**src/rtl/can_ctrl_pkg.sv**
```systemverilog
// Shared types and constants for the CAN channel control path.
package can_ctrl_pkg;

  localparam int unsigned CAN_EOF_BITS  = 7;
  localparam int unsigned CAN_IDLE_BITS = 11;
  localparam int unsigned CAN_TAIL_BITS = 18;
  localparam int unsigned CAN_MAX_BYTES = 8;
  localparam int unsigned RUN_CNT_W     = 8;

  typedef enum logic [2:0] {
    S_DETRST,
    S_IDLE,
    S_ARMED,
    S_SOF,
    S_HEADER,
    S_PAYLOAD,
    S_EOF
  } seq_state_t;

  // Classic CAN: DLC codes 9..15 still carry 8 data bytes.
  function automatic logic [3:0] dlcToBytes(input logic [3:0] dlc);
    return (dlc > 4'(CAN_MAX_BYTES)) ? 4'(CAN_MAX_BYTES) : dlc;
  endfunction

endpackage

```
**src/rtl/can_frame_sequencer_bit_run_counter.sv**
```systemverilog
// Counts consecutive recessive (bitIn=1) samples; a dominant sample or clear restarts the run.
module bit_run_counter
  import can_ctrl_pkg::*;
#(
  parameter int unsigned CNT_W = RUN_CNT_W
) (
  input  logic             clk,
  input  logic             resetN,
  input  logic             bitTick,
  input  logic             bitIn,
  input  logic             clear,
  input  logic [CNT_W-1:0] target,
  output logic             reached
);

  logic [CNT_W-1:0] runCnt;
  logic [CNT_W-1:0] cntInc;

  // Saturating increment so a long idle bus cannot wrap the run length.
  always_comb begin
    cntInc = runCnt;
    if (runCnt != '1) begin
      cntInc = runCnt + CNT_W'(1);
    end
  end

  // Run length and reached flag move together so reached is valid with the count.
  always_ff @(posedge clk) begin
    if (!resetN || clear) begin
      runCnt  <= '0;
      reached <= 1'b0;
    end else if (bitTick) begin
      if (bitIn) begin
        runCnt  <= cntInc;
        reached <= (cntInc >= target);
      end else begin
        runCnt  <= '0;
        reached <= 1'b0;
      end
    end
  end

endmodule

```
**src/rtl/can_frame_sequencer.sv**
```systemverilog
// Frame-level sequencer for the CAN size detector: idle qualify, SOF arm, DLC latch, EOF close.
module can_frame_sequencer
  import can_ctrl_pkg::*;
#(
  parameter int unsigned IDLE_BITS      = CAN_IDLE_BITS,
  parameter int unsigned EOF_BITS       = CAN_EOF_BITS,
  parameter int unsigned TAIL_BITS      = CAN_TAIL_BITS,
  parameter int unsigned MAX_FRAME_BITS = 160
) (
  input  logic       clk,
  input  logic       resetN,
  input  logic       dIn,
  input  logic       bitTick,
  input  logic       cfgDone,
  input  logic [3:0] msgSizeIn,
  output logic       detEnable,
  output logic       detResetN,
  output logic       frameActive,
  output logic       frameDone,
  output logic [3:0] frameDlc,
  output logic [3:0] frameBytes,
  output logic       timeoutErr
);

  localparam int unsigned BIT_CNT_W      = 8;
  localparam int unsigned REM_CNT_W      = 7;
  localparam int unsigned DET_RST_CYCLES = 2;

  seq_state_t           state;
  logic                 dInQ;
  logic                 dInQQ;
  logic [BIT_CNT_W-1:0] bitCnt;
  logic [REM_CNT_W-1:0] remCnt;
  logic                 rstCnt;
  logic                 runClear;
  logic [RUN_CNT_W-1:0] runTarget;
  logic                 runReached;
  logic                 fallEdge;
  logic                 watchdogHit;
  logic [3:0]           dlcBytes;

  // Shared run counter: idle qualification in S_IDLE, end-of-frame in S_EOF, held clear otherwise.
  always_comb begin
    runClear    = !((state == S_IDLE) || (state == S_EOF));
    runTarget   = (state == S_EOF) ? RUN_CNT_W'(EOF_BITS) : RUN_CNT_W'(IDLE_BITS);
    fallEdge    = dInQQ & ~dInQ;
    watchdogHit = (bitCnt >= BIT_CNT_W'(MAX_FRAME_BITS));
    dlcBytes    = dlcToBytes(msgSizeIn);
  end

  bit_run_counter #(
    .CNT_W(RUN_CNT_W)
  ) uRunCounter (
    .clk    (clk),
    .resetN (resetN),
    .bitTick(bitTick),
    .bitIn  (dIn),
    .clear  (runClear),
    .target (runTarget),
    .reached(runReached)
  );

  // Two-stage bus history for recessive-to-dominant edge detection.
  always_ff @(posedge clk) begin
    if (!resetN) begin
      dInQ  <= 1'b1;
      dInQQ <= 1'b1;
    end else begin
      dInQ  <= dIn;
      dInQQ <= dInQ;
    end
  end

  // Bit times since SOF confirmation, saturating; feeds the watchdog.
  always_ff @(posedge clk) begin
    if (!resetN) begin
      bitCnt <= '0;
    end else if ((state == S_SOF) && bitTick && !dIn) begin
      bitCnt <= '0;
    end else if (frameActive && bitTick && (bitCnt != '1)) begin
      bitCnt <= bitCnt + BIT_CNT_W'(1);
    end
  end

  // Frame sequencing FSM with registered outputs.
  always_ff @(posedge clk) begin
    if (!resetN) begin
      state       <= S_DETRST;
      rstCnt      <= 1'b0;
      remCnt      <= '0;
      detEnable   <= 1'b0;
      detResetN   <= 1'b0;
      frameActive <= 1'b0;
      frameDone   <= 1'b0;
      frameDlc    <= '0;
      frameBytes  <= '0;
      timeoutErr  <= 1'b0;
    end else begin
      frameDone  <= 1'b0;
      timeoutErr <= 1'b0;
      case (state)
        S_DETRST: begin
          detEnable <= 1'b0;
          if (rstCnt == 1'(DET_RST_CYCLES - 1)) begin
            detResetN <= 1'b1;
            rstCnt    <= 1'b0;
            state     <= S_IDLE;
          end else begin
            detResetN <= 1'b0;
            rstCnt    <= rstCnt + 1'b1;
          end
        end
        S_IDLE: begin
          if (runReached) begin
            state <= S_ARMED;
          end
        end
        S_ARMED: begin
          if (fallEdge) begin
            detEnable <= 1'b1;
            state     <= S_SOF;
          end
        end
        S_SOF: begin
          if (bitTick) begin
            if (!dIn) begin
              frameActive <= 1'b1;
              state       <= S_HEADER;
            end else begin
              timeoutErr <= 1'b1;
              detEnable  <= 1'b0;
              detResetN  <= 1'b0;
              rstCnt     <= 1'b0;
              state      <= S_DETRST;
            end
          end
        end
        S_HEADER, S_PAYLOAD, S_EOF: begin
          if (watchdogHit) begin
            timeoutErr  <= 1'b1;
            frameActive <= 1'b0;
            detEnable   <= 1'b0;
            detResetN   <= 1'b0;
            rstCnt      <= 1'b0;
            state       <= S_DETRST;
          end else if (state == S_HEADER) begin
            if (cfgDone) begin
              frameDlc   <= msgSizeIn;
              frameBytes <= dlcBytes;
              remCnt     <= REM_CNT_W'({dlcBytes, 3'b000}) + REM_CNT_W'(TAIL_BITS);
              state      <= S_PAYLOAD;
            end
          end else if (state == S_PAYLOAD) begin
            if (remCnt == '0) begin
              state <= S_EOF;
            end else if (bitTick) begin
              remCnt <= remCnt - REM_CNT_W'(1);
            end
          end else if (runReached) begin
            frameDone   <= 1'b1;
            frameActive <= 1'b0;
            detEnable   <= 1'b0;
            detResetN   <= 1'b0;
            rstCnt      <= 1'b0;
            state       <= S_DETRST;
          end
        end
        default: begin
          detEnable <= 1'b0;
          detResetN <= 1'b0;
          rstCnt    <= 1'b0;
          state     <= S_DETRST;
        end
      endcase
    end
  end

endmodule

```
**config.mk**
```make
export PLATFORM = sky130hd
export DESIGN_NAME = can_frame_sequencer
export DESIGN_NICKNAME = d
export VERILOG_FILES = /design/src/rtl/can_ctrl_pkg.sv /design/src/rtl/can_frame_sequencer_bit_run_counter.sv /design/src/rtl/can_frame_sequencer.sv
export SDC_FILE = /design/constraint.sdc
export NUM_CORES = 1
export LEC_CHECK = 0
export CELL_PAD_IN_SITES_DETAIL_PLACEMENT = 0
export CELL_PAD_IN_SITES_GLOBAL_PLACEMENT = 1
export CORE_UTILIZATION = 43
export CTS_CLUSTER_SIZE = 40
export DETAILED_ROUTE_END_ITERATION = 10
export PLACE_DENSITY_LB_ADDON = 0.1
export SETUP_SLACK_MARGIN = 0.15
export SYNTH_ARGS = -nofsm -noshare
export SYNTH_HDL_FRONTEND = slang
export SYNTH_SLANG_ARGS = --single-unit
```
**constraint.sdc**
```tcl
create_clock -name clk -period 2.6 [get_ports clk]
set_clock_uncertainty 0.05 [all_clocks]
set_input_delay 0.26 -clock clk [delete_from_list [all_inputs] [get_ports clk]]
set_output_delay 0.26 -clock clk [all_outputs]
set_load 0.05 [all_outputs]
```
==> After elaboration in Yosys (flattened, before gate mapping) <==
Cells that the tools add are included.
{ "word_totals": {"register_bits": 43, "input_bits": 9, "elab_cells": 118, "output_inout_bits": 13} }
{ "classes": {"n_reduce_logical": 24, "bitwise_logic": 7, "mux": 42, "n_eq_ne": 22, "addsub": 5, "magnitude_cmp": 3} }
{ "op_table": {"columns": ["op", "n"], "rows": [
  ["$mux W7", 5],
  ["$mux W3", 11],
  ["$reduce_and A6 Y1", 3],
  ["$add A8 B1 Y8 const B", 2],
  ["$mux W1", 16],
  ["$mux W8", 2],
  ["$ne A8 B8 Y1 const B", 2],
  ["$pmux W3 S5", 1],
  ["$ne A2 B2 Y1 const B", 7],
  ["$reduce_and A7 Y1", 2],
  ["$pmux W1 S4", 3],
  ["$eq A3 B3 Y1 const B", 3],
  ["$ge A8 B4 Y1", 1],
  ["$ge A8 B8 Y1 const B", 1],
  ["$mux W4", 2],
  ["$add A7 B5 Y7 const B", 1],
  ["$logic_not A7 Y1", 1],
  ["$sub A7 B1 Y7 const B", 1],
  ["$eq A3 B2 Y1 const B", 2],
  ["$ne A3 B3 Y1 const B", 2],
  ["$not A1 Y1", 6],
  ["$reduce_bool A2 Y1", 3],
  ["$ne A5 B4 Y1 const B", 1],
  ["$ne A5 B5 Y1 const B", 1],
  ["other kinds (16)", 24]
]} }

==> Longest topological paths before layout <==
{ "logic_depth": {"depth_word": 6, "mapped_depth": 9, "mapped_depth_nobuf": 8} }

==> Hierarchy <==
A second synthesis with hierarchy kept.
{ "hier_totals": {"cells_unflattened": 314, "area_unflattened_um2": 2632.5} }
{ "by_module_without_submodules": {"columns": ["module", "area_per_inst_um2", "seq_area_each_um2", "n_inst", "cells_each"], "rows": [
  ["can_frame_sequencer", 1854.3, 680.7, 1, 218],
  ["bit_run_counter", 778.2, 180.2, 1, 96]
]} }

==> Worst setup path after synthesis <==
Ideal clock, no wire load.
{ "synth_path": {"path_kind": "reg-to-reg", "startpoint": "register uRunCounter.runCnt[0]", "endpoint": "register uRunCounter.reached", "stages_incl_launch_ff": 9, "setup_time_ps": 140, "t_arrival_ps": 2102, "period_less_slack_ps": 2292, "t_required_ps": 2410, "path_slack_ps": 308, "path_buffers": 0, "cell_sequence": "dfxtp_1 ha_1 inv_1 nor3_1 nor3b_1 xor2_1 ha_1 a2111oi_0 a311oi_1"} }
{ "synth_between": {"elab_chain_len": 4, "word_cells_on_any_way": 5, "cone_classes": "add/sub: 1; order compare: 1; eq/ne: 1; mux: 2"} }
{ "synth_lines": {"columns": ["element", "line_no", "rtl"], "rows": [
  ["from (decl)", "can_frame_sequencer_bit_run_counter.sv:16", "logic [CNT_W-1:0] runCnt;"],
  ["from (signal assigned)", "can_frame_sequencer_bit_run_counter.sv:34", "runCnt <= cntInc;"],
  ["$add A8 B1 Y8 or $ne A8 B8 Y1 (tied branches)", "can_frame_sequencer_bit_run_counter.sv:23, can_frame_sequencer_bit_run_counter.sv:22", null],
  ["$mux W8 *", "can_frame_sequencer_bit_run_counter.sv:22", "if (runCnt != '1) begin"],
  ["$ge A8 B4 Y1 *", "can_frame_sequencer_bit_run_counter.sv:35", "reached <= (cntInc >= target);"],
  ["$mux W1 *", "can_frame_sequencer_bit_run_counter.sv:33", "if (bitIn) begin"],
  ["to (signal assigned)", "can_frame_sequencer_bit_run_counter.sv:35", null],
  ["to (decl)", "can_frame_sequencer_bit_run_counter.sv:13", "output logic reached"]
]} }
Mark *: on every way between the ends. The rest lies on a longest branch, timed or not.
A chain may end at the register's enable or synchronous reset.

==> Worst setup path in the final report <==
Ends and elaborated chain as after synthesis.

==> run_results.csv <==
group,metric,value,unit
global_route,grt_pass1_vias,1856,
clock_network,clkSinkCount,43,
synth,synth-xor-area-share,2.985,%
power_and_ir_drop,sw_frac_of_total,32.98,%
sta,setup_viol,0,
clock_network,cts_tree,"done",
worst_hold_path,min_path_type,"flop to flop",
worst_setup_path,start_kind,"flop",
detailed_routing,drcViolationCount,0,
finish,layout.cells.most_common,"dfxtp_1",
global_route,grt_usage,20.19,%
worst_setup_path,crit_required,2720,ps
placement,globalplace.congestion,0.8522,
power_and_ir_drop,leakage,1.019,nW
power_and_ir_drop,p_seq_share,44.3,%
detailed_routing,drt_first_pass_iters,4,
finish,num-fill-cells,503,
synth,yosysSeqAreaShare,36.67,%
sta,fin_crit_sh,86.14,%
synth,synth_mux_area_share,3.412,%
synth,synth_edf_count,0,
detailed_routing,detail-route-antenna-nets,0,
run,drv_cap,0,
floorplan,core,5172,sq um
clock_network,root_buffer,"clkbuf_8",
floorplan,rows,26,
worst_setup_path,slowest_delay,440,ps
finish,final_cell_mix,"dfxtp_1 (43), nor2_1 (37), nand2_1 (31)",
synth,ys_async_sr_fraction,0,%
finish,nets,328,
power_and_ir_drop,power_switching,0.0005649,W
detailed_routing,wl_per_cell,14.18,um
finish,post-route-cell-area,2756,sq um
worst_setup_path,cp_cell_sequence,"ha_2 > inv_1 > nor3_1 > nor3b_1 > xor2_1 > ha_1 > a2111oi_1 > a311oi_1",
global_route,grt_pass1_wl,8.742,mm
synth,synth_area_per_cell,8.179,sq um
sta,maxSlewHeadroom,66.45,%
sta,slew_violations,0,
power_and_ir_drop,pwr-share-comb,28.1,%
worst_setup_path,crit_slowest_cell,"dfxtp_1",
synth,yosys_warnings,0,
synth,synth_cell_types,53,
clock_network,htreeDepth,2,
clock_network,cts.clk_slew.worst_paths,80,ps
clock_network,clockBufferDepth,2,
synth,ys_seq_elements,43,
detailed_routing,vias_per_cell,5.592,
detailed_routing,wl,5.415,mm
power_and_ir_drop,p_int,0.001148,W
power_and_ir_drop,ir_worst_vdd,0.2777,mV
global_route,grt_max_degree,19,
finish,antennaDiodeCount,0,
sta,tns,0,ps
floorplan,die_w,75.89,um
global_route,grt_overflow,0,
outcome,status,"finished, final reports clean",
floorplan,io_pins,22,
detailed_routing,vias,2136,
synth,synth_simple_gate_area_share,27.45,%
synth,syn_area,2347,sq um
synth,synth_fa_ha_area_share,4.264,%
placement,preCtsSetupSlack,321.0,ps
placement,io_buffers,21,
placement,placed_area,2653,sq um
clock_network,holdBufCountCts,0,
power_and_ir_drop,power_density,621.4,nW/um^2
sta,setup_ws,360.4,ps
sta,fmaxAchievable,446.5,MHz
finish,regArea,860.8,sq um
floorplan,start_util,45.38,%
placement,hpwl,3.854,mm
global_route,antenna_found_initial,0,
synth,syn-num-nets,304,
synth,synthFlopType,"dfxtp_1",
synth,postSynthCellCount,287,
worst_setup_path,critical_path_class,"flop to flop",
sta,worstMarginPinSlew,501.7,ps
floorplan,die_y,75.89,um
sta,hold_violations,0,
worst_setup_path,crit_arrival,2360,ps
sta,rsz0062_at_grt,"no",
clock_network,clk_latency,300,ps
floorplan,die_area,5759,sq um
clock_network,cts-buffers-inserted,5,
worst_setup_path,cp_max_fo,7,
synth,synth_compound_area_share,20.42,%
finish,multi_input_area,1378,sq um
synth,synth_top_family_by_area,"simple AND/OR/NAND/NOR gates",
finish,area_growth_syn_to_layout,17.43,%
detailed_routing,drt-initial-drc-count,117,
worst_setup_path,crit_path_end_kind,"flop",
finish,final_layout_size_suffix_gt1_share,8.333,%
power_and_ir_drop,clkPwrFrac,27.6,%
sta,period_needed,2240,ps
[per-stage QoR]
stage / hold WS, ps / power [W] / util [%] / std cells
2_1_floorplan: 353.1 / 0.001132 / - / 287
3_3_place_gp: 373.9 / 0.001253 / 51.28 / 374
3_5_place_dp: 377.5 / 0.001252 / 51.28 / 374
4_1_cts: 401.3 / 0.001728 / 53.22 / 382
5_1_grt: 425.0 / 0.001810 / 53.29 / 382
6_report: 406.2 / 0.001713 / 53.29 / 382
[registers in the layout, indices dropped and copies added, names as in the netlist]
signal,flops
bitCnt,8
uRunCounter.runCnt,8
remCnt,7
frameBytes,4
frameDlc,4
state,3
dInQ,1
dInQQ,1
detEnable,1
detResetN,1
frameActive,1
frameDone,1
rstCnt,1
timeoutErr,1
uRunCounter.reached,1
[final timing paths]
path	startpoint	to	slack (ps)	depth (start not counted)
min reg2reg	dInQ$_SDFF_PN1_	dInQQ$_SDFF_PN1_	410	1
max	uRunCounter.runCnt[0]$_SDFFE_PP0P_	uRunCounter.reached$_SDFFE_PP0P_	360	8
min	dInQ$_SDFF_PN1_	dInQQ$_SDFF_PN1_	410	1
max reg2reg	uRunCounter.runCnt[0]$_SDFFE_PP0P_	uRunCounter.reached$_SDFFE_PP0P_	360	8
[area by class of cell]
class	instances	share of cell area [%]
Timing Repair Buffer	33	10.89
Tap cell	70	3.177
Inverter	8	1.089
Sequential cell	43	31.23
Multi-Input combinational cell	220	49.98
Clock buffer	8	3.631
[logic make-up (layout without fill, tap and decap cells)]
kind of cell / Yosys count / after routing
flops: 43 / 43
fa+ha+maj: 8 / 8
compound gates: 68 / 68
xor+xnor: 8 / 8
buf+inv: 24 / 49
mux: 8 / 8
simple gates: 128 / 128
[power groups by stage]
stage / combinational (W) / clock [W] / sequential, W
floorplan: 0.000341 / 0 / 0.000791
global placement: 0.000478 / 0 / 0.000774
detailed placement: 0.000478 / 0 / 0.000774
CTS: 0.000481 / 0.000488 / 0.000759
global route: 0.000526 / 0.000515 / 0.000769
finish: 0.000481 / 0.000472 / 0.000759
[repair_timing]
action                     in CTS  in global routing
setup endpoints to repair       0                  1
buffers inserted                0                  0
resized for setup               0                  2
[critical path, delay by kind of cell (launching register included)]
family / cells / cell delay [ps]
AO/OA/AOI/OAI: 2 / 480
adder cells (fa/ha/maj): 2 / 580
buffers and inverters: 1 / 60
XOR/XNOR: 1 / 160
flip-flops: 1 / 440
AND/OR/NAND/NOR: 2 / 360
[synth_stat cells, types with 2 or more instances]
cell type  count  area [sq um]
a211oi_1       5         37.54
a21boi_0       2         15.01
a21o_1         3         22.52
a21oi_1       14         70.07
a22oi_1        2         15.01
a311oi_1       2         17.52
a31oi_1        6         37.54
and3_1         4         25.02
buf_2          3         15.01
buf_6          2         22.52
clkbuf_1      10         37.54
dfxtp_1       43         860.8
ha_1           8         100.1
inv_1          8         30.03
mux2i_1        8         80.08
nand2_1       31         116.4
nand2b_1       6         37.54
nand3_1       12         60.06
nand3b_1       2         15.01
nand4_1        4         25.02
nand4b_1       4         35.03
nor2_1        37         138.9
nor2b_1        4         25.02
nor3_1        11         55.05
nor3b_1        3         22.52
o211ai_1       4         30.03
o21a_1         3         22.52
o21ai_0        8         40.04
o22ai_1        4         25.02
o31ai_1        2         15.01
o32ai_1        2         17.52
or3b_1         2         17.52
or4_1          2         15.01
xnor2_1        7         61.31
[metal layers]
layer	vias up	routed length, um	track usage [%]	share of wire [%]
met2	39	2298	29.99	42
met4	0	63	6.173	1.2
met1	1008	2866	29.30	53
met5	-	0	0	0
met3	6	187	3.968	3.5
li1	1083	-	-	-
(Power assumes the default switching activity.)
